**src/rtl/bandit_environment.sv**
```systemverilog
// bandit_environment
//   Multi-armed bandit environment. Accepts an arm index on the action
//   channel, looks up that arm's programmed mean, optionally adds LFSR
//   noise, and returns a saturated signed 8-bit reward. Also tracks the
//   best-programmed arm and counts how often the agent picks it.
//
// Build option:
//   BANDIT_ENVIRONMENT_NOISE_EN  defined   -> noise = lfsr[NOISE_BITS-1:0] (signed)
//                                undefined -> noise = 0, reward = mean exactly
//
// Ports:
//   clock, reset            rising-edge clock, async active-high reset
//   action_valid/ready/data agent -> environment arm selection
//   reward_valid/ready/data environment -> agent signed reward
//   config_valid/index/data mean table write port (accepted every cycle)
//   best_index              arm with the highest programmed mean
//   hit_count               accepted actions equal to best_index (saturating)
//
// state   | meaning
// IDLE    | waiting for an action (action_ready=1)
// LOOKUP  | read mean[arm], form saturated reward
// RESPOND | reward_valid=1, hold reward_data until reward_ready
// 2'b11   | illegal, recovers to IDLE

module bandit_environment #(
  parameter logic [7:0] SEED       = 8'h5a,
  parameter logic [7:0] TAPS       = 8'hb1,
  parameter int         NOISE_BITS = 4
) (
  input  logic        clock,
  input  logic        reset,
  input  logic        action_valid,
  input  logic [7:0]  action_data,
  output logic        action_ready,
  output logic        reward_valid,
  output logic [7:0]  reward_data,
  input  logic        reward_ready,
  input  logic        config_valid,
  input  logic [7:0]  config_index,
  input  logic [7:0]  config_data,
  output logic [7:0]  best_index,
  output logic [15:0] hit_count
);

  typedef enum logic [1:0] {
    IDLE    = 2'b00,
    LOOKUP  = 2'b01,
    RESPOND = 2'b10,
    ILLEGAL = 2'b11
  } state_t;

  state_t            state;
  logic [7:0]        arm;
  logic [7:0]        lfsr;
  logic [7:0]        best_mean;
  logic [7:0]        mean_table [256];
  logic [7:0]        mean_rd;
  logic signed [9:0] mean_ext;
  logic signed [9:0] noise_ext;
  logic signed [9:0] sum;
  logic [7:0]        reward_sat;

  assign action_ready = (state == IDLE);
  assign reward_valid = (state == RESPOND);

  // Table is not reset; a write in the LOOKUP cycle lands after the read,
  // so the reward is built from the old mean.
  always_ff @(posedge clock) begin
    if (config_valid) mean_table[config_index] <= config_data;
  end

  assign mean_rd  = mean_table[arm];
  assign mean_ext = {{2{mean_rd[7]}}, mean_rd};

`ifdef BANDIT_ENVIRONMENT_NOISE_EN
  assign noise_ext = 10'($signed(lfsr[NOISE_BITS-1:0]));
`else
  assign noise_ext = '0;
`endif

  assign sum = mean_ext + noise_ext;

  always_comb begin
    reward_sat = sum[7:0];
    if (sum > 10'sd127)       reward_sat = 8'h7f;
    else if (sum < -10'sd128) reward_sat = 8'h80;
  end

  // LFSR runs every cycle regardless of handshake state or build option.
  always_ff @(posedge clock or posedge reset) begin
    if (reset) lfsr <= SEED;
    else       lfsr <= {lfsr[6:0], ^(lfsr & TAPS)};
  end

  always_ff @(posedge clock or posedge reset) begin
    if (reset) begin
      state       <= IDLE;
      arm         <= '0;
      reward_data <= '0;
      hit_count   <= '0;
    end else begin
      case (state)
        IDLE: begin
          if (action_valid) begin
            arm   <= action_data;
            state <= LOOKUP;
            // best_index here is the pre-write value of any same-cycle config
            if (action_data == best_index && hit_count != 16'hffff)
              hit_count <= hit_count + 16'd1;
          end
        end
        LOOKUP: begin
          reward_data <= reward_sat;
          state       <= RESPOND;
        end
        RESPOND: begin
          if (reward_ready) state <= IDLE;
        end
        default: state <= IDLE;
      endcase
    end
  end

  // Best tracking follows writes only; lowering the current best's mean
  // keeps its index even if another arm is now higher.
  always_ff @(posedge clock or posedge reset) begin
    if (reset) begin
      best_index <= '0;
      best_mean  <= '0;
    end else if (config_valid) begin
      if (config_index == best_index) begin
        best_mean <= config_data;
      end else if ($signed(config_data) > $signed(best_mean)) begin
        best_index <= config_index;
        best_mean  <= config_data;
      end
    end
  end

endmodule

```
**config.mk**
```make
export PLATFORM = sky130hd
export DESIGN_NAME = bandit_environment
export DESIGN_NICKNAME = d
export VERILOG_FILES = /design/src/rtl/bandit_environment.sv
export SDC_FILE = /design/constraint.sdc
export NUM_CORES = 2
export LEC_CHECK = 0
export ABC_AREA = 1
export CAP_MARGIN = 0
export CORE_MARGIN = 2
export CORE_UTILIZATION = 44
export CTS_CLUSTER_DIAMETER = 60
export DETAILED_ROUTE_END_ITERATION = 8
export SLEW_MARGIN = 30
export SYNTH_ARGS = -nofsm -noshare
export SYNTH_HDL_FRONTEND = slang
export SYNTH_SLANG_ARGS = --single-unit
```
**constraint.sdc**
```tcl
create_clock -name clock -period 3.42 [get_ports clock]
set_clock_uncertainty 0.05 [all_clocks]
set_input_delay 0.684 -clock clock [delete_from_list [all_inputs] [get_ports clock]]
set_output_delay 0.684 -clock clock [all_outputs]
set_load 0.03 [all_outputs]
```
# After elaboration in Yosys (flattened, before gate mapping)
# Memory sizes are Yosys's and may differ from the RTL's.
# Index checks and enable logic that the tools add are counted.
# classes
n_addsub	1
order_cmp	3
eq_ne	7
mux	9
bitwise	1
n_reduce_logical	8
# op_table
operator	n
8-bit 2-to-1 mux	4
16-bit by 1-bit adder with 16-bit output, second input constant	1
8-bit equality test	2
16-bit inequality test, second input constant	1
8-bit > comparator	1
8-bit > comparator, second input constant	1
8-bit < comparator, second input constant	1
2-bit case mux with 3 select lines	1
2-bit AND reduction	3
3-bit AND reduction	2
2-bit 2-to-1 mux	2
2-bit by 1-bit equality test with 1-bit output, second input constant	1
2-bit equality test, second input constant	1
2-bit zero test	1
1-bit 2-to-1 mux	2
2-bit by 1-bit inequality test with 1-bit output, second input constant	1
2-bit inequality test, second input constant	1
2-bit nonzero test	1
1-bit logical AND	1
1-bit inverter	1
# word_totals
register_bits	50
ram_bits	2048
inputBits	29
out_inout_bits	34
elab_cells	36
memories	1
# memory_table
name	words	width	read_ports	rd_clocked_by_memory_dff	wr	line	source
mean_table	256	8	1	0	1	56	logic [7:0] mean_table [256];

# Depth between registers and ports, before layout
# An unclocked memory read counts as a cell.
# logic_depth
depth_word	4
mapped_depth	15
ltp_nobuf	11

# Least setup slack after synthesis
# No wires, ideal clock.
# synth_path
path_kind	input to register
from	input port config_data[7]
to	register best_index[0]
setup_ns	0.122
arrival_time_ns	2.180
required_time_ns	3.248
slack_ns	1.069
path_stages	11
cell_sequence	ha_1 a21oi_1 o21ai_1 a21oi_1 xor2_1 nand3_1 or2_1 clkbuf_2 buf_2 nand2_1 o21ai_1
# synth_via
elab_chain_len	2
# synth_rtl
element	line	source
from (decl)	40	input logic [7:0] config_data,
8-bit > comparator	133	end else if ($signed(config_data) > $signed(best_mean)) begin
3-bit AND reduction (no line)	n/a	
to (signal assigned)	134	best_index <= config_index;
to (decl)	41	output logic [7:0] best_index,
# Every way passes these cells.
# A chain may end at the register's enable or synchronous reset.

# Final worst setup path
# layout_path
from	register arm[0]
to	register reward_data[0]
# layout_via
elab_chain_len	4
# layout_rtl
element	line	source
from (decl)	53	logic [7:0] arm;
from (signal assigned)	105	arm <= action_data;
memory 256 x 8 bit (*)	n/a	
8-bit < comparator	86	else if (sum < -10'sd128) reward_sat = 8'h80;
8-bit 2-to-1 mux	86	
8-bit 2-to-1 mux (*)	85	if (sum > 10'sd127) reward_sat = 8'h7f;
to (signal assigned)	113	reward_data <= reward_sat;
to (decl)	36	output logic [7:0] reward_data,
# Mark *: on every way between the ends. The rest lies on a longest branch, timed or not.

==> run summary <==
Post-synth ARST share - 2.38%
Synth cell types - 29
vias in the first global route - 54928
first-pass GRT wire length - 356 mm
#FFs+latches synth - 2098
Die ar. - 0.198 mm²
setup violators final - 0
CP Class - reg -> reg
P_int - 49.3 mW
TritonCTS clock tree - built
flop2flop setup slack - 0.36 ns
Core Box Area - 0.194 mm²
Max Root-Sink Buffers - 3
Hold Path Class - in -> async
Seq/Total Area, Yosys - 73.2%
Layout area overhead - 15.1%
total negative slack - 0 ns
fin crit period - 3.06 ns
WP data arrival - 3.81 ns
Antenna Nets Post-Route - 0
Pre-Repair DR Iteration Count - 6
status - complete, no violations
Period Utilization, post-route - 89.6%
Worst path most repeated cell - nand3_1
Seq pwr share - 37.4%
Comb pwr share - 32.5%
Syn Std Cell Area - 0.0857 mm²
die height - 445 µm
Pins Over Slew Limit - 0
unrepaired setup endpoints after global routing - no
Avg Inst Size Synth - 11.8 µm²
Post-CTS Resized - 0
gr usage total - 24.0%
CTS sink cnt - 2098
Critical Path, Cell by Cell - inv_16, buf_12, buf_4, nand2_1, nand3_1, nand3_1, nand3_1, nand3_1, nand3_1, nand3_1, nand3_1, nand3_1, nand2_1
IO Port Bufs - 62
post-route cell area - 0.0986 mm²
share of layout cells above drive strength 1 - 10.7%
Initial DRC Count - 6956
Max IR drop VDD - 0.869 mV
Sw Ratio - 36.3%
Slowest-stage cell, CP - dfrtp_4
Post-DP Area - 0.0916 mm²
Nets - 7587
CP Launch Type - flop
required time worst endpoint - 4.16 ns
most used flip-flop cell after synthesis - edfxtp_1
clock transition at the registers of the reported paths - 0.06 ns
Slew Limit Headroom - 32.5%
Sw Pwr - 28.1 mW
vias - 57330
most common cell after layout, fill and taps aside - nand2_1
final weighted congestion in routability-driven placement - 0.883
most frequent cells in the layout - nand2_1, nand3_1, edfxtp_1
Peak Freq - 0.326 GHz
clock group share of total power - 30.1%
Setup Buffers After CTS - 0
count of flip-flops with a built-in enable after synthesis - 2048
WL final - 240 mm
Worst Setup End Kind - flop
Leak - 35.1 nW
Die W - 445 µm
WHS - 0.0691 ns
Root Driver - clkbuf_16
grt ovf - 0
site row count - 162
initial antenna violation count - 6
DRC - 0
PD cells - 784 mW/mm²
Synthesis Warnings - 0
Final Hold Fails - 0
Clock Latency Late Sink - 0.86 ns
dpl hpwl - 142 mm
Mapped Cells - 7279
htree depth - 4
Synthesized Nets - 7317
Reg2Reg Depth - 13
starting density of the core - 44.1%
Least-Margin Pin Slew - 1.01 ns
CP max stage delay - 0.57 ns
io pins - 63
via density per instance - 5.58
number of CTS-inserted buffers - 208
wire length per cell - 23.3 µm
pin count of the biggest net entering global routing - 166
CTS Hold Bufs - 1
CP Max Fanout - 61
MaxCap Viol Count - 0
## path summary, 6_finish.rpt
check                               startpoint             end
worst max-delay path                    arm[0]  reward_data[0]
worst min-delay path                     reset    hit_count[2]
worst max register to register          arm[0]  reward_data[0]
worst min register to register        state[1]        state[1]
max in group asynchronous                reset          arm[1]
min in group clock              config_data[0]    best_mean[0]
## synthesized netlist by cell type, types with 3 or more instances
cell / number / area share, %
inv_1: 63 / 0.28
or2_2: 7 / 0.051
dfrtp_1: 50 / 1.5
buf_2: 271 / 1.6
buf_4: 48 / 0.42
xnor2_1: 10 / 0.10
ha_1: 9 / 0.13
buf_1: 39 / 0.17
nand3_1: 2051 / 12
clkinv_1: 3 / 0.013
nor4_1: 6 / 0.044
o21ai_0: 20 / 0.12
clkbuf_1: 116 / 0.51
nand2_1: 2174 / 9.5
xor2_1: 13 / 0.13
nand4_1: 9 / 0.066
buf_6: 14 / 0.18
edfxtp_1: 2048 / 72
o21ai_1: 9 / 0.053
a21oi_1: 8 / 0.047
nor2_1: 302 / 1.3
## registers in the layout, indices dropped and copies added (netlist names)
name,count
arm,8
best_index,8
best_mean,8
hit_count,16
mean_table,2048
reward_data,8
state,2
## logic make-up after synthesis
kind of cell | after synthesis | synth area share [%]
flops | 2098 | 73.2
buf+inv | 557 | 3.17
compound gates | 38 | 0.234
fa+ha+maj | 9 | 0.131
simple gates | 4554 | 23.0
xor+xnor | 23 | 0.235
## final cells by class
type	instances	area, µm²
Antenna cell	4	10.0
Clock buffer	252	5530
Clock inverter	142	1440
Fill cell	16810	95600
Inverter	68	289
Multi-Input combinational cell	4624	20300
Sequential cell	2098	62800
Tap cell	2542	3180
Timing Repair Buffer	549	5140
## layer usage
metal	routed length [µm]	global-route usage (%)	vias to the layer above
met4	8850	8.83	2
met2	112000	37.8	2241
met1	101000	33.4	28338
met3	18200	4.10	403
met5	12	0	-
li1	-	-	26346
## critical path, delay by kind of cell, from the launching register on
family	cells	cell delay (ns)
simple gates	10	1.36
buf+inv	3	0.85
flops	1	0.57
## power groups by stage
stage                     clock (mW)  combinational (mW)  sequential (mW)
final                           23.2                25.1             29.0
after CTS                       23.6                25.0             29.0
after global routing            24.5                27.3             29.0
after global placement             0                24.7             29.5
after floorplan                    0                15.7             29.4
after detailed placement           0                24.9             29.5
## per-stage QoR
step | setup slack, ns | utilization [%] | power [mW] | std cells
2_1_floorplan | 1.07 | - | 45.1 | 7279
5_1_grt | 0.258 | 50.8 | 80.8 | 10276
6_report | 0.357 | 50.8 | 77.3 | 10279
4_1_cts | 0.346 | 50.8 | 77.5 | 10274
3_3_place_gp | 0.249 | 47.2 | 54.2 | 9879
3_5_place_dp | 0.235 | 47.2 | 54.4 | 9879
Power figures use the tool's default switching activity.
